<file path="src/rtl/msrv32_store_unit.sv">
// MSRV32 store path: formats rs2 into a byte-laned word write and runs the
// req/ack handshake to data memory, stalling the pipeline until it completes.
module msrv32_store_unit #(
   parameter int unsigned TIMEOUT_CYCLES = 16
) (
   input  logic        ms_riscv32_mp_clk_in,
   input  logic        ms_riscv32_mp_rst_in,
   input  logic        mem_wr_req_in,
   input  logic [1:0]  funct3_in,
   input  logic [31:0] iadder_in,
   input  logic [31:0] rs2_in,
   input  logic        ms_riscv32_mp_dmwr_ack_in,
   output logic        ms_riscv32_mp_dmwr_req_out,
   output logic [31:0] ms_riscv32_mp_dmaddr_out,
   output logic [31:0] ms_riscv32_mp_dmdata_out,
   output logic [3:0]  ms_riscv32_mp_dmwr_mask_out,
   output logic        store_stall_out,
   output logic        store_done_out,
   output logic        misaligned_store_out,
   output logic        bus_err_out
);

   typedef enum logic {IDLE, BUSY} state_t;

   state_t      state;
   logic [7:0]  cnt;
   logic [31:0] fmt_data;
   logic [3:0]  fmt_mask;
   logic        misaligned;
   logic        accept;

   always_comb begin
      fmt_data   = rs2_in;
      fmt_mask   = 4'b1111;
      misaligned = 1'b0;
      case (funct3_in)
         2'b00: begin
            fmt_data = {4{rs2_in[7:0]}};
            fmt_mask = 4'b0001 << iadder_in[1:0];
         end
         2'b01: begin
            fmt_data   = {2{rs2_in[15:0]}};
            fmt_mask   = iadder_in[1] ? 4'b1100 : 4'b0011;
            misaligned = iadder_in[0];
         end
         default: misaligned = |iadder_in[1:0];
      endcase
   end

   assign accept = (state == IDLE) && mem_wr_req_in && !misaligned;

   // Stall is raised in the accept cycle itself so execute holds the store.
   assign store_stall_out = !ms_riscv32_mp_rst_in && ((state == BUSY) || accept);

   always_ff @(posedge ms_riscv32_mp_clk_in or posedge ms_riscv32_mp_rst_in) begin
      if (ms_riscv32_mp_rst_in) begin
         state                       <= IDLE;
         cnt                         <= '0;
         ms_riscv32_mp_dmwr_req_out  <= 1'b0;
         ms_riscv32_mp_dmaddr_out    <= '0;
         ms_riscv32_mp_dmdata_out    <= '0;
         ms_riscv32_mp_dmwr_mask_out <= '0;
         store_done_out              <= 1'b0;
         misaligned_store_out        <= 1'b0;
         bus_err_out                 <= 1'b0;
      end else begin
         store_done_out       <= 1'b0;
         misaligned_store_out <= 1'b0;
         bus_err_out          <= 1'b0;
         case (state)
            IDLE: begin
               cnt <= '0;
               if (accept) begin
                  state                       <= BUSY;
                  ms_riscv32_mp_dmwr_req_out  <= 1'b1;
                  ms_riscv32_mp_dmaddr_out    <= {iadder_in[31:2], 2'b00};
                  ms_riscv32_mp_dmdata_out    <= fmt_data;
                  ms_riscv32_mp_dmwr_mask_out <= fmt_mask;
               end else if (mem_wr_req_in) begin
                  misaligned_store_out <= 1'b1;
               end
            end
            BUSY: begin
               // Ack wins over a timeout landing in the same cycle.
               if (ms_riscv32_mp_dmwr_ack_in) begin
                  state                      <= IDLE;
                  ms_riscv32_mp_dmwr_req_out <= 1'b0;
                  store_done_out             <= 1'b1;
                  cnt                        <= '0;
               end else if (cnt == 8'(TIMEOUT_CYCLES - 1)) begin
                  state                      <= IDLE;
                  ms_riscv32_mp_dmwr_req_out <= 1'b0;
                  bus_err_out                <= 1'b1;
                  cnt                        <= '0;
               end else begin
                  cnt <= cnt + 8'd1;
               end
            end
            default: state <= IDLE;
         endcase
      end
   end

endmodule

</file>
<file path="config.mk">
export PLATFORM = sky130hd
export DESIGN_NAME = msrv32_store_unit
export DESIGN_NICKNAME = d
export VERILOG_FILES = /design/src/rtl/msrv32_store_unit.sv
export SDC_FILE = /design/constraint.sdc
export NUM_CORES = 1
export LEC_CHECK = 0
export ABC_AREA = 1
export BUFFER_PORTS_ARGS = -buffer_cell sky130_fd_sc_hd__buf_2
export CAP_MARGIN = 20
export CORE_ASPECT_RATIO = 0.5
export CORE_MARGIN = 4
export CORE_UTILIZATION = 50
export CTS_BUF_LIST = sky130_fd_sc_hd__clkbuf_4
export CTS_CLUSTER_DIAMETER = 30
export CTS_CLUSTER_SIZE = 14
export DETAILED_ROUTE_END_ITERATION = 6
export PLACE_DENSITY = 0.82
export SYNTH_ARGS = -nofsm -noshare
export SYNTH_HDL_FRONTEND = slang
export SYNTH_SLANG_ARGS = --single-unit
</file>
<file path="constraint.sdc">
create_clock -name ms_riscv32_mp_clk_in -period 2.43 [get_ports ms_riscv32_mp_clk_in]
set_input_delay 0.243 -clock ms_riscv32_mp_clk_in [delete_from_list [all_inputs] [get_ports ms_riscv32_mp_clk_in]]
set_output_delay 0.243 -clock ms_riscv32_mp_clk_in [all_outputs]
set_load 0.02 [all_outputs]
</file>
# After elaboration in Yosys (flattened, before gate mapping)
# Cells that the tools add are included.
[op_classes]
add_sub_neg = 1
n_mul = 0
div = 0
magnitude_cmp = 0
n_eq_ne = 4
shifts = 1
mux = 23
bitwise_logic = 1
reduce_logical = 10
[ops]
columns = ["op", "n"]
rows = [
  ["$pmux W32 S2", 1],
  ["$mux W8", 2],
  ["$pmux W8 S2", 1],
  ["$mux W1", 14],
  ["$add A8 B1 Y8 const B", 1],
  ["$eq A8 B4 Y1 const B", 1],
  ["$pmux W4 S2", 1],
  ["$pmux W1 S2", 3],
  ["$mux W4", 1],
  ["$reduce_and A2 Y1", 2],
  ["$shl A1 B2 Y4 const A", 1],
  ["$logic_and A1 B1 Y1", 3],
  ["$ne A3 B2 Y1 const B", 1],
  ["$eq A2 B1 Y1 const B", 1],
  ["$logic_not A1 Y1", 2],
  ["$logic_not A2 Y1", 1],
  ["$ne A2 B2 Y1 const B", 1],
  ["$reduce_or A2 Y1", 1],
  ["$logic_or A1 B1 Y1", 1],
  ["$not A1 Y1", 1],
]
[word_totals]
ff_bits = 79
latch_bits = 0
mem_bits_rw = 0
mem_bits_ro = 0
inputBits = 70
out_inout_bits = 73
n_memories = 0

# Longest topological paths before layout
# Gate-level depths: netlist of run 1.
[depth]
word_depth = 6
depth_mapped = 7

# Worst setup path after synthesis of run 1
# OpenSTA, ideal clock, no wires.
[synth_path]
path_kind = "reg-to-output"
start = "register state"
end = "output store_stall_out"
t_arrival_ps = 1255
path_slack_ps = 932
path_stages_with_launch = 7
path_buffers = 1
cell_sequence = "dfrtp_1 -> inv_1 -> nand2_1 -> inv_1 -> nand2_4 -> buf_6 -> a21oi_1"
[synth_between]
elab_chain_len = 5
[synth_lines]
columns = ["element", "line", "rtl"]
rows = [
  ["start, declared", "25", "state_t state;"],
  ["start signal, assigned", "57", "state <= IDLE;"],
  ["start signal, assigned", "74", "state <= BUSY;"],
  ["start signal, assigned", "86", "state <= IDLE;"],
  ["$not A1 Y1 (no line)", "-", ""],
  ["$logic_and A1 B1 Y1 (2 in series)", "50", "assign accept = (state == IDLE) && mem_wr_req_in && !misaligned;"],
  ["$logic_or A1 B1 Y1 *", "53", "assign store_stall_out = !ms_riscv32_mp_rst_in && ((state == BUSY) || accept);"],
  ["$logic_and A1 B1 Y1 *", "53", ""],
  ["end, declared", "17", "output logic store_stall_out,"],
]
# Every way passes the cells marked *; elsewhere a longest branch is shown, timed or not.

# Final worst setup path of run 1
# Same ends and word-level chain as after synthesis.

==> impl_summary.txt, run 1 <==
----------------------------------------------------
[Global route]
  Maximum number of pins on one net before global-route repair ... 50
  Total global routing overflow ... 0
  Total routing usage reported by global routing ... 0.197
  Antenna violations before repair ... 1
  Vias in the first global route ... 2842
  First-pass GRT wire length ... 13300 um

[Flow run]
  Total of max-cap violations ... 0

[Cells and area]
  Multi-input gate area ... 0.00124 mm2
  Storage element area ... 0.00198 mm2
  Most frequent standard cell in the layout excluding fill and tap cells ... sky130_fd_sc_hd__nand2_1
  Share of final-layout standard cells stronger than drive strength 1 ... 0.303
  Number of antenna diodes ... 0
  Most frequent cells in the layout ... 171 x sky130_fd_sc_hd__nand2_1, 140 x sky130_fd_sc_hd__buf_2, 79 x sky130_fd_sc_hd__dfrtp_1
  Number of fill cells ... 607
  Area Growth Syn to Fin ... 26.3%
  Share of the core filled with cells ... 0.652
  Final net count ... 617

[Power]
  Net Sw Frac ... 0.354
  Internal power ... 2410 uW
  Leak Pwr ... 0.00248 uW
  Peak VDD IR ... 0.360 mV
  Clock network power share ... 0.235
  Power Dens Cells ... 855 mW/mm2
  Net switching power ... 1320 uW
  Combinational share of power ... 0.302
  Sequential power share ... 0.463

[Detailed routing]
  Wire length on met3 ... 428 um
  Number of vias per cell ... 4.71
  Overall routed net length ... 8110 um
  Drt first pass iters ... 4
  Highest routing layer actually used ... met5
  Via Count ... 3026
  Routed WL per cell ... 12.6 um
  DRT met1 WL ... 3580 um
  Routed wl met2 ... 4010 um
  Total DRC errors in the routed layout ... 0
  Antenna Violating Nets Remaining ... 0
  DR iter-0 viols ... 190

[STA]
  Number of hold-slack violations in the final timing report ... 0
  Final Critical Period ... 1970 ps
  Post-route fraction of the period consumed by the critical path ... 0.809
  Final worst slack ... 464 ps
  Setup Viol. Count Final ... 0
  Total Negative Setup Slacks ... 0 ps
  Slew at the pin with the worst max-slew slack ... 868 ps
  Setup Skew ... 19.6 ps
  Maximum operating frequency ... 509 MHz
  Max-slew violation count ... 0
  Unrepaired setup endpoints after global routing ... no
  Slew HR ... 0.420

[Clock network]
  CTS hold repair buffers ... 1
  Clock Latency Late Sink ... 400 ps
  Total clock sinks ... 79
  CTS Root Buffer Type ... sky130_fd_sc_hd__clkbuf_4
  Maximum buffer depth of the clock tree ... 2
  Post-cts repair resize count ... 0
  Number of buffers inserted to repair setup after CTS ... 0
  H-tree depth ... 3
  Post-CTS clock slew at the launch and capture registers of the worst setup and hold paths ... 120 ps
  Num CTS Buffers ... 9
  Clock tree from TritonCTS ... done

[Yosys]
  Average footprint of a synthesized cell ... 8.46 um2
  Library cell with the largest summed area after synthesis ... sky130_fd_sc_hd__dfrtp_1
  Combinational family with the most area after synthesis ... simple AND/OR/NAND/NOR gates
  Post-synthesis sequential element count ... 79
  Top cell type's share of synthesized area ... 0.571
  Number of synthesis warnings ... 0
  Share of synthesized cell area in and, or, nand and nor gates ... 0.243
  Post-Synthesis Cells ... 409
  Post-Syn Area ... 0.00346 mm2
  Share of the synthesized netlist area taken by xor and xnor gates ... 0.00253
  Top post-synthesis cells by area ... sky130_fd_sc_hd__dfrtp_1 57%, sky130_fd_sc_hd__nand2_1 19%, sky130_fd_sc_hd__o21ai_1 4.3%, sky130_fd_sc_hd__nor2_1 3.9%, sky130_fd_sc_hd__a21oi_1 3.3%
  Multiplexer share of the synthesized area ... 0
  Arithmetic-cell share of the synthesized area counting full adders, half adders and majority gates ... 0.00362
  FFs w/ async S/R, synth ... 1.00
  Register area share after synthesis ... 0.571
  Fraction of the mapped netlist area in compound gates ... 0.106
  Synth cell types ... 26
  Post-synth top flop ... sky130_fd_sc_hd__dfrtp_1
  Number of enable flip-flop cells after synthesis ... 0

[Critical path]
  Type of element capturing the critical path ... primary output
  CP startpoint kind ... register
  Required time of the worst setup path ... 2190 ps
  Maximum net fanout on the critical path ... 29
  Crit path arrival time ... 1720 ps
  Launch point of the worst reg-to-reg path ... state
  Logic depth of the worst register-to-register path ... 5
  Endpoint of the worst register-to-register path ... ms_riscv32_mp_dmdata_out[28]
  Setup CP Type ... register to primary output
  Register-to-Register Setup Slack ... 800 ps

[Placement]
  Total of buffers placed on input and output ports ... 140
  Last weighted congestion value of the routability-driven placer ... 0.843
  Worst setup slack before clock tree synthesis ... 539 ps
  Post-DP HPWL ... 5990 um

[Die]
  DIE WIDTH ... 126 um
  Boundary Pins ... 143
  Core ar. ... 0.00670 mm2
  Number of placement rows ... 21
  DIE HEIGHT ... 66.8 um
  Effective utilization at floorplan ... 0.516
  Die area ... 0.00839 mm2

[Worst hold path]
  Path category of the worst min-delay check ... input pin to register
  Worst Hold Endpoint ... ms_riscv32_mp_dmaddr_out[27]
  Worst hold stages ... 3
  Launch point of the worst hold path ... iadder_in[27]

[Outcome]
  Outcome ... finished, final reports clean

----------------------------------------------------
power by group through the flow:
stage | logic [uW] | registers (uW) | clock network, uW
6_report | 1130 | 1730 | 878
3_3_place_gp | 1120 | 1750 | 0
3_5_place_dp | 1150 | 1750 | 0
4_1_cts | 1150 | 1730 | 904
2_1_floorplan | 380 | 2090 | 0
5_1_grt | 1240 | 1770 | 959
kinds of logic (layout without fill, tap and decap cells):
logic type | Yosys count | in the layout
simple gates | 218 | 218
buf+inv | 44 | 185
fa+ha+maj | 1 | 1
compound gates | 65 | 65
flops | 79 | 79
xor+xnor | 1 | 1
other cells | 1 | 2
worst max-delay path: stages, from the launching register on:
cell and delay (ps):
sky130_fd_sc_hd__dfrtp_1 430, sky130_fd_sc_hd__inv_1 90, sky130_fd_sc_hd__nand2_1 140, sky130_fd_sc_hd__inv_1 130, sky130_fd_sc_hd__nand2_4 210, sky130_fd_sc_hd__a21oi_1 180, sky130_fd_sc_hd__buf_2 170
cell usage after synthesis, drive strengths merged, types with 6 or more instances:
cell type / count
o211ai: 6
nor2: 36
nand3: 6
dfrtp: 79
a21oi: 24
o21ai: 33
buf: 20
nand2: 174
inv: 23
per-layer routing:
metal | global-route usage | vias to the layer above
met1 | 0.248 | 1376
met3 | 0.0480 | 10
li1 | - | 1557
met5 | 0 | -
met2 | 0.344 | 81
met4 | 0.0568 | 2
how the worst max path moves through the flow:
stage / start / endpoint / slack, ps / depth (start not counted)
after global placement: funct3_in[1] / store_stall_out / 570 / 7
after floorplan: ms_riscv32_mp_rst_in / bus_err_out / 160 / 1
after CTS: state / store_stall_out / 420 / 6
after detailed placement: funct3_in[1] / store_stall_out / 540 / 7
final: state / store_stall_out / 460 / 6
after global routing: state / store_stall_out / 290 / 6
through the flow:
step | cell area [um2] | instances | hold slack (ps) | total power (uW)
after global placement | 4190 | 625 | 304 | 2860
after floorplan | 3460 | 410 | 343 | 2470
final | 4370 | 643 | 32.1 | 3740
after CTS | 4360 | 642 | 6.90 | 3780
after detailed placement | 4190 | 625 | 306 | 2900
after global routing | 4370 | 643 | 1.51 | 3970
flip-flops by register name (all words and copies together) (netlist names):
| register | flops |
|---|---|
| ms_riscv32_mp_dmdata_out | 32 |
| ms_riscv32_mp_dmaddr_out | 30 |
| cnt | 8 |
| ms_riscv32_mp_dmwr_mask_out | 4 |
| bus_err_out | 1 |
| misaligned_store_out | 1 |
| ms_riscv32_mp_dmwr_req_out | 1 |
| state | 1 |
| store_done_out | 1 |
final cells by class:
| class | count | area share |
|---|---|---|
| timing repair buffer | 146 | 0.180 |
| inverter | 23 | 0.0200 |
| clock inverter | 5 | 0.0189 |
| clock buffer | 11 | 0.0189 |
| multi-input combinational | 287 | 0.283 |
| tap | 92 | 0.0263 |
| sequential | 79 | 0.452 |
No activity file was read; power rests on OpenSTA's default activity.
==> run 2, diff against run 1 <==
--- a/config.mk
+++ b/config.mk
@@ -10,12 +10,12 @@
 export CAP_MARGIN = 20
 export CORE_ASPECT_RATIO = 0.5
 export CORE_MARGIN = 4
-export CORE_UTILIZATION = 50
+export CORE_UTILIZATION = 45
 export CTS_BUF_LIST = sky130_fd_sc_hd__clkbuf_4
 export CTS_CLUSTER_DIAMETER = 30
 export CTS_CLUSTER_SIZE = 14
 export DETAILED_ROUTE_END_ITERATION = 6
-export PLACE_DENSITY = 0.82
+export PLACE_DENSITY = 0.78
 export SYNTH_ARGS = -nofsm -noshare
 export SYNTH_HDL_FRONTEND = slang
 export SYNTH_SLANG_ARGS = --single-unit
==> constraint.sdc (replaced) <==
create_clock -name ms_riscv32_mp_clk_in -period 1.76 [get_ports ms_riscv32_mp_clk_in]
set_input_delay 0.176 -clock ms_riscv32_mp_clk_in [delete_from_list [all_inputs] [get_ports ms_riscv32_mp_clk_in]]
set_output_delay 0.176 -clock ms_riscv32_mp_clk_in [all_outputs]
set_load 0.02 [all_outputs]
==> run 2 against run 1 <==
Effect of this change:
- clock power up 23%
- total power increased by 37%
- sequential share of layout area shrank 3.9 points
- die area rose by 10%
- global-route usage hardly changed
- count of clock-buffer cells in the layout shrank 2
- hold slack got worse by 2.9 ps
- register-to-register slack lost 400 ps
- critical path type unchanged
==> impl_summary.txt, run 2 (synthesis results as in run 1) <==
----------------------------------------------------
[Outcome]
  Outcome ... finished, final reports clean

[Worst hold path]
  Worst hold stages ... 3 (unchanged)
  Worst Hold Endpoint ... ms_riscv32_mp_dmdata_out[16]
  Launch point of the worst hold path ... rs2_in[16]
  Path category of the worst min-delay check ... input pin to register

[Global route]
  Maximum number of pins on one net before global-route repair ... 80 (+60%)
  Total routing usage reported by global routing ... 0.197 (about the same)
  Total global routing overflow ... 0 (unchanged)
  Layer with the highest usage after global routing ... met2
  Met2 track utilization from global routing ... 0.335 (-0.00890)
  Met3 Usage GRT ... 0.0496 (+0.00160)
  First-pass GRT wire length ... 14600 um (+9.7%)
  Antenna violations before repair ... 0 (-1)
  Vias in the first global route ... 2963 (+4.3%)
  Met1 Usage GRT ... 0.240 (-0.00778)

[Critical path]
  Delay of the slowest cell on the worst path ... 400 ps (-30 ps)
  Maximum net fanout on the critical path ... 3 (-90%)
  Endpoint of the worst register-to-register path ... ms_riscv32_mp_dmwr_req_out
  Launch point of the worst reg-to-reg path ... cnt[0]
  Register-to-Register Setup Slack ... 400 ps (-400 ps)
  Critical Path, Cell by Cell ... inv_1, nand2_2, inv_2, nand2_4, a21oi_2, buf_4
  Setup CP Type ... register to primary output
  CP startpoint kind ... register
  Type of element capturing the critical path ... primary output
  Crit path arrival time ... 1440 ps (-280 ps)
  Logic depth of the worst register-to-register path ... 6 (+1)
  Crit path buf inv count ... 3 (unchanged)
  Required time of the worst setup path ... 1580 ps (-610 ps)
  Crit path max-delay family ... flip-flops
  Master of the slowest instance on the critical path ... sky130_fd_sc_hd__dfrtp_1

[Clock network]
  Post-CTS clock slew at the launch and capture registers of the worst setup and hold paths ... 120 ps (about the same)
  Maximum buffer depth of the clock tree ... 2 (unchanged)
  Clock tree from TritonCTS ... done
  Clock Latency Late Sink ... 430 ps (+30 ps)
  CTS Root Buffer Type ... sky130_fd_sc_hd__clkbuf_4
  Total clock sinks ... 79 (unchanged)
  Num CTS Buffers ... 9 (unchanged)
  H-tree depth ... 3 (unchanged)

[Power]
  Power Dens Cells ... 1070 mW/mm2 (+25%)
  Peak VDD IR ... 0.481 mV (+33%)
  Leak Pwr ... 0.00264 uW (+6.4%)
  Post-layout total power ... 5130 uW (+37%)

[Die]
  Die area ... 0.00924 mm2 (+10%)
  Boundary Pins ... 143 (unchanged)
  Number of placement rows ... 22 (+4.8%)
  Core ar. ... 0.00740 mm2 (+11%)
  DIE HEIGHT ... 70 um (+4.8%)
  Effective utilization at floorplan ... 0.467 (-0.0491)
  DIE WIDTH ... 132 um (+5.1%)

[Cells and area]
  Area Growth Syn to Fin ... 38.3%
  Number of antenna diodes ... 0 (unchanged)
  Largest register FFs ... 32 (unchanged)
  Share of final-layout standard cells stronger than drive strength 1 ... 0.291 (-0.0118)
  Final net count ... 660 (+7.0%)
  Most frequent standard cell in the layout excluding fill and tap cells ... sky130_fd_sc_hd__nand2_1
  Number of fill cells ... 629 (+3.6%)
  Layout Cells excl Fill ... 690 (+7.3%)
  Post-route standard cell area excluding fillers ... 0.00479 mm2 (+9.5%)
  Most frequent cells in the layout ... 170 x sky130_fd_sc_hd__nand2_1, 139 x sky130_fd_sc_hd__buf_2, 79 x sky130_fd_sc_hd__dfrtp_1
  Reg with most FFs ... ms_riscv32_mp_dmdata_out
  Largest registers ... ms_riscv32_mp_dmdata_out x32, ms_riscv32_mp_dmaddr_out x30, cnt x8

[Detailed routing]
  DR iter-0 viols ... 240 (+26%)
  Total DRC errors in the routed layout ... 0 (unchanged)
  Routed WL per cell ... 13.3 um (+5.3%)
  Drt first pass iters ... 4 (unchanged)
  Via Count ... 3227 (+6.6%)
  Overall routed net length ... 9160 um (+13%)
  Antenna Violating Nets Remaining ... 0 (unchanged)
  Number of vias per cell ... 4.68 (-0.62%)

[Placement]
  Total of buffers placed on input and output ports ... 140 (unchanged)
  Cell count after placement ... 631 (+0.96%)
  Post-DP HPWL ... 6130 um (+2.4%)
  Post-place instance area ... 0.00421 mm2 (+0.54%)
  Last weighted congestion value of the routability-driven placer ... 0.790 (-6.3%)

[STA]
  Number of hold-slack violations in the final timing report ... 0 (unchanged)
  Maximum operating frequency ... 617 MHz
  Unrepaired setup endpoints after global routing ... no
  Slew HR ... 0.540 (+0.120)
  Setup Viol. Count Final ... 0 (unchanged)
  Total Negative Setup Slacks ... 0 ps (unchanged)
  Final Critical Period ... 1620 ps
  Setup Skew ... 14.9 ps (-4.70 ps)
  Post-route fraction of the period consumed by the critical path ... 0.921
  Max-slew violation count ... 0 (unchanged)
  Slew at the pin with the worst max-slew slack ... 688 ps (-180 ps)

[Flow run]
  Total of max-cap violations ... 0 (unchanged)

----------------------------------------------------
-- run 2: metrics by stage --
stage | utilization | setup WS [ps] | hold slack (ps)
after global placement | 0.568 | 406 | 344
after detailed placement | 0.568 | 368 | 341
after CTS | 0.644 | 10.0 | 0.0125
after global routing | 0.646 | 27.9 | 6.24
after floorplan | - | 329 | 276
final | 0.646 | 139 | 29.2
-- run 2: tightest hold or removal path, cell delays in order --
cell                      delay (ps)
sky130_fd_sc_hd__buf_2            80
sky130_fd_sc_hd__a21oi_1          50
sky130_fd_sc_hd__o21ai_1         110
-- run 2: timing repair --
item / CTS / global route
resized for setup: 1 / 3
endpoints found under the hold margin: 119 / 1
endpoints found under the setup margin: 1 / 1
setup buffers: 1 / 0
hold buffers: 41 / 1
-- run 2: cell type report --
| class | instances | area [um2] | area share |
|---|---|---|---|
| well taps | 96 | 120 | 0.0251 |
| clock inverters | 7 | 73.8 | 0.0154 |
| clock buffers | 9 | 67.6 | 0.0141 |
| flip-flops and latches | 79 | 1980 | 0.413 |
| inverters | 23 | 90.1 | 0.0188 |
| multi-input cells | 287 | 1240 | 0.260 |
| repair buffers | 189 | 1210 | 0.254 |
-- run 2: worst max path at each step --
stage | from | cells after the start | end | slack, ps
2_1_floorplan | state | 6 | store_stall_out | 330
3_3_place_gp | funct3_in[1] | 8 | ms_riscv32_mp_dmdata_out[13] | 410
3_5_place_dp | state | 7 | ms_riscv32_mp_dmdata_out[11] | 370
4_1_cts | state | 6 | store_stall_out | 10
5_1_grt | state | 6 | store_stall_out | 30
6_report | state | 6 | store_stall_out | 140
-- run 2: where the power goes --
| part | internal [uW] | switching, uW | total (uW) |
|---|---|---|---|
| Sequential | 2190 | 206 | 2390 |
| Clock | 435 | 642 | 1080 |
| Combinational | 601 | 1060 | 1660 |
-- run 2: layer usage --
metal / wire length [um] / part of all wire
met5: 0 / 0
met4: 172 / 0.019
met3: 519 / 0.057
met1: 3770 / 0.41
met2: 4700 / 0.51
==> run 3, diff against run 2 <==
--- a/config.mk
+++ b/config.mk
@@ -10,12 +10,13 @@
 export CAP_MARGIN = 20
 export CORE_ASPECT_RATIO = 0.5
 export CORE_MARGIN = 4
-export CORE_UTILIZATION = 45
+export CORE_UTILIZATION = 30
 export CTS_BUF_LIST = sky130_fd_sc_hd__clkbuf_4
 export CTS_CLUSTER_DIAMETER = 30
 export CTS_CLUSTER_SIZE = 14
 export DETAILED_ROUTE_END_ITERATION = 6
-export PLACE_DENSITY = 0.78
+export PLACE_DENSITY = 0.55
+export REMOVE_ABC_BUFFERS = 1
 export SYNTH_ARGS = -nofsm -noshare
 export SYNTH_HDL_FRONTEND = slang
 export SYNTH_SLANG_ARGS = --single-unit
==> run 3 against run 2 <==
Effect of this change:
- core utilization is 21 points lower
- count of clock-buffer cells in the layout is the same
- register-to-register slack better by 20 ps
- die area grew 45%
- final area increased by 1.4%
==> impl_summary.txt, run 3 (synthesis results as in run 1) <==
----------------------------------------------------
[Placement]
  Post-DP HPWL ... 6790 um (+11%)
  Post-place instance area ... 0.00429 mm2 (+2.1%)
  Last weighted congestion value of the routability-driven placer ... 0.743 (-5.9%)
  Total of buffers placed on input and output ports ... 140 (unchanged)
  Worst setup slack before clock tree synthesis ... 390 ps (+21.7 ps)

[Cells and area]
  Share of the core filled with cells ... 0.437 (-0.210)
  Largest register FFs ... 32 (unchanged)
  Area Growth Syn to Fin ... 40.3%
  Most frequent standard cell in the layout excluding fill and tap cells ... sky130_fd_sc_hd__nand2_1
  Post-route standard cell area excluding fillers ... 0.00485 mm2 (+1.4%)
  Largest registers ... ms_riscv32_mp_dmdata_out x32, ms_riscv32_mp_dmaddr_out x30, cnt x8
  Most frequent cells in the layout ... 170 x sky130_fd_sc_hd__nand2_1, 139 x sky130_fd_sc_hd__buf_2, 79 x sky130_fd_sc_hd__dfrtp_1
  Share of final-layout standard cells stronger than drive strength 1 ... 0.294 (+0.00267)
  Number of antenna diodes ... 0 (unchanged)
  Reg with most FFs ... ms_riscv32_mp_dmdata_out
  Final net count ... 659 (-0.15%)
  Number of fill cells ... 1129 (+79%)

[Detailed routing]
  Drt first pass iters ... 4 (unchanged)
  Routed WL per cell ... 13.2 um (-0.96%)
  Number of vias per cell ... 4.37 (-6.6%)
  DR iter-0 viols ... 152 (-37%)
  Via Count ... 3220 (-0.22%)
  Overall routed net length ... 9690 um (+5.8%)
  Total DRC errors in the routed layout ... 0 (unchanged)
  Antenna Violating Nets Remaining ... 0 (unchanged)

[Global route]
  Maximum number of pins on one net before global-route repair ... 56 (-30%)
  Total global routing overflow ... 0 (unchanged)
  Antenna violations before repair ... 0 (unchanged)
  First-pass GRT wire length ... 16100 um (+11%)
  Vias in the first global route ... 3166 (+6.9%)
  Total routing usage reported by global routing ... 0.149 (-0.0477)

[Clock network]
  Num CTS Buffers ... 9 (unchanged)
  Clock tree from TritonCTS ... done
  Total clock sinks ... 79 (unchanged)
  Maximum buffer depth of the clock tree ... 2 (unchanged)
  Post-CTS clock slew at the launch and capture registers of the worst setup and hold paths ... 120 ps (about the same)
  CTS Root Buffer Type ... sky130_fd_sc_hd__clkbuf_4
  Clock Latency Late Sink ... 430 ps (about the same)
  H-tree depth ... 3 (unchanged)

[STA]
  Final Critical Period ... 1600 ps (-24.4 ps)
  Number of hold-slack violations in the final timing report ... 0 (unchanged)
  Total Negative Setup Slacks ... 0 ps (unchanged)
  Min Hold Slack ... 34.5 ps (+5.29 ps)
  Unrepaired setup endpoints after global routing ... no
  Slew at the pin with the worst max-slew slack ... 697 ps (+9.81 ps)
  Max-slew violation count ... 0 (unchanged)
  Final worst slack ... 164 ps (+24.4 ps)
  Setup Viol. Count Final ... 0 (unchanged)
  Maximum operating frequency ... 626 MHz (+1.5%)
  Slew HR ... 0.533 (-0.00657)
  Setup Skew ... 11.6 ps (-3.34 ps)
  Post-route fraction of the period consumed by the critical path ... 0.907 (-0.0138)

[Die]
  DIE HEIGHT ... 83.9 um (+20%)
  Number of placement rows ... 27 (+23%)
  DIE WIDTH ... 160 um (+21%)
  Boundary Pins ... 143 (unchanged)
  Die area ... 0.0134 mm2 (+45%)
  Effective utilization at floorplan ... 0.311 (-0.156)
  Core ar. ... 0.0111 mm2 (+50%)

[Critical path]
  CP startpoint kind ... register
  Delay of the slowest cell on the worst path ... 420 ps (+20 ps)
  Crit path arrival time ... 1420 ps (-20 ps)
  Required time of the worst setup path ... 1580 ps (about the same)
  Master of the slowest instance on the critical path ... sky130_fd_sc_hd__dfrtp_1
  Type of element capturing the critical path ... primary output
  Critical Path, Cell by Cell ... inv_2, nand2_2, inv_2, nand2_4, a21oi_2, buf_4
  Top cell by count, worst path ... sky130_fd_sc_hd__inv_2
  Maximum net fanout on the critical path ... 3 (unchanged)
  Setup CP Type ... register to primary output

[Power]
  Peak VDD IR ... 0.362 mV (-25%)
  Power Dens Cells ... 1080 mW/mm2 (+1.1%)
  Leak Pwr ... 0.00265 uW (+0.52%)

[Outcome]
  Outcome ... finished, final reports clean

[Flow run]
  Total of max-cap violations ... 0 (unchanged)

[Worst hold path]
  Path category of the worst min-delay check ... input pin to register

----------------------------------------------------
-- run 3: stage by stage --
stage | total power [uW] | instances
floorplan | 3350 | 389
global placement | 4030 | 682
detailed placement | 4040 | 682
CTS | 5350 | 737
global route | 5620 | 737
finish | 5260 | 737
-- run 3: routing by layer --
metal / vias up / part of all wire / global-route usage
li1: 1637 / - / -
met1: 1493 / 0.44 / 0.185
met2: 71 / 0.50 / 0.257
met3: 19 / 0.034 / 0.0331
met4: 0 / 0.026 / 0.0546
met5: - / 0 / 0
-- run 3: final timing paths --
kind	from	slack, ps	cells after the start	endpoint
max	state	160	6	store_stall_out
max in group asynchronous	ms_riscv32_mp_rst_in	1100	4	ms_riscv32_mp_dmdata_out[17]
min reg2reg	ms_riscv32_mp_dmdata_out[26]	490	2	ms_riscv32_mp_dmdata_out[26]
min	rs2_in[20]	30	3	ms_riscv32_mp_dmdata_out[20]
min in group asynchronous	ms_riscv32_mp_rst_in	370	4	cnt[2]
max reg2reg	cnt[0]	420	6	cnt[3]
-- run 3: layout make-up --
| type | count | area, um2 | share of cell area |
|---|---|---|---|
| Clock buffer | 9 | 67.6 | 0.0139 |
| Timing Repair Buffer | 188 | 1210 | 0.249 |
| Multi-Input combinational cell | 287 | 1240 | 0.256 |
| Clock inverter | 6 | 86.3 | 0.0178 |
| Sequential cell | 79 | 1980 | 0.407 |
| Tap cell | 145 | 181 | 0.0374 |
| Inverter | 23 | 87.6 | 0.0180 |
-- run 3: critical path, delay by kind of cell (launching register included) --
| family | cells | cell delay [ps] |
|---|---|---|
| flops | 1 | 420 |
| buf+inv | 3 | 300 |
| simple gates | 2 | 150 |
| compound gates | 1 | 130 |
-- run 3: report_power, final --
group | switching, uW | internal [uW] | total [uW]
logic | 1070 | 606 | 1680
clock network | 630 | 567 | 1200
registers | 201 | 2190 | 2390
-- run 3: repair_timing --
action                                 in CTS  in global routing
endpoints found under the hold margin     117                  0
pin swaps                                   0                  0
setup buffers                               1                  0
setup endpoints to repair                   1                  1
hold buffers                               39                  0
gates resized for setup                     2                  3
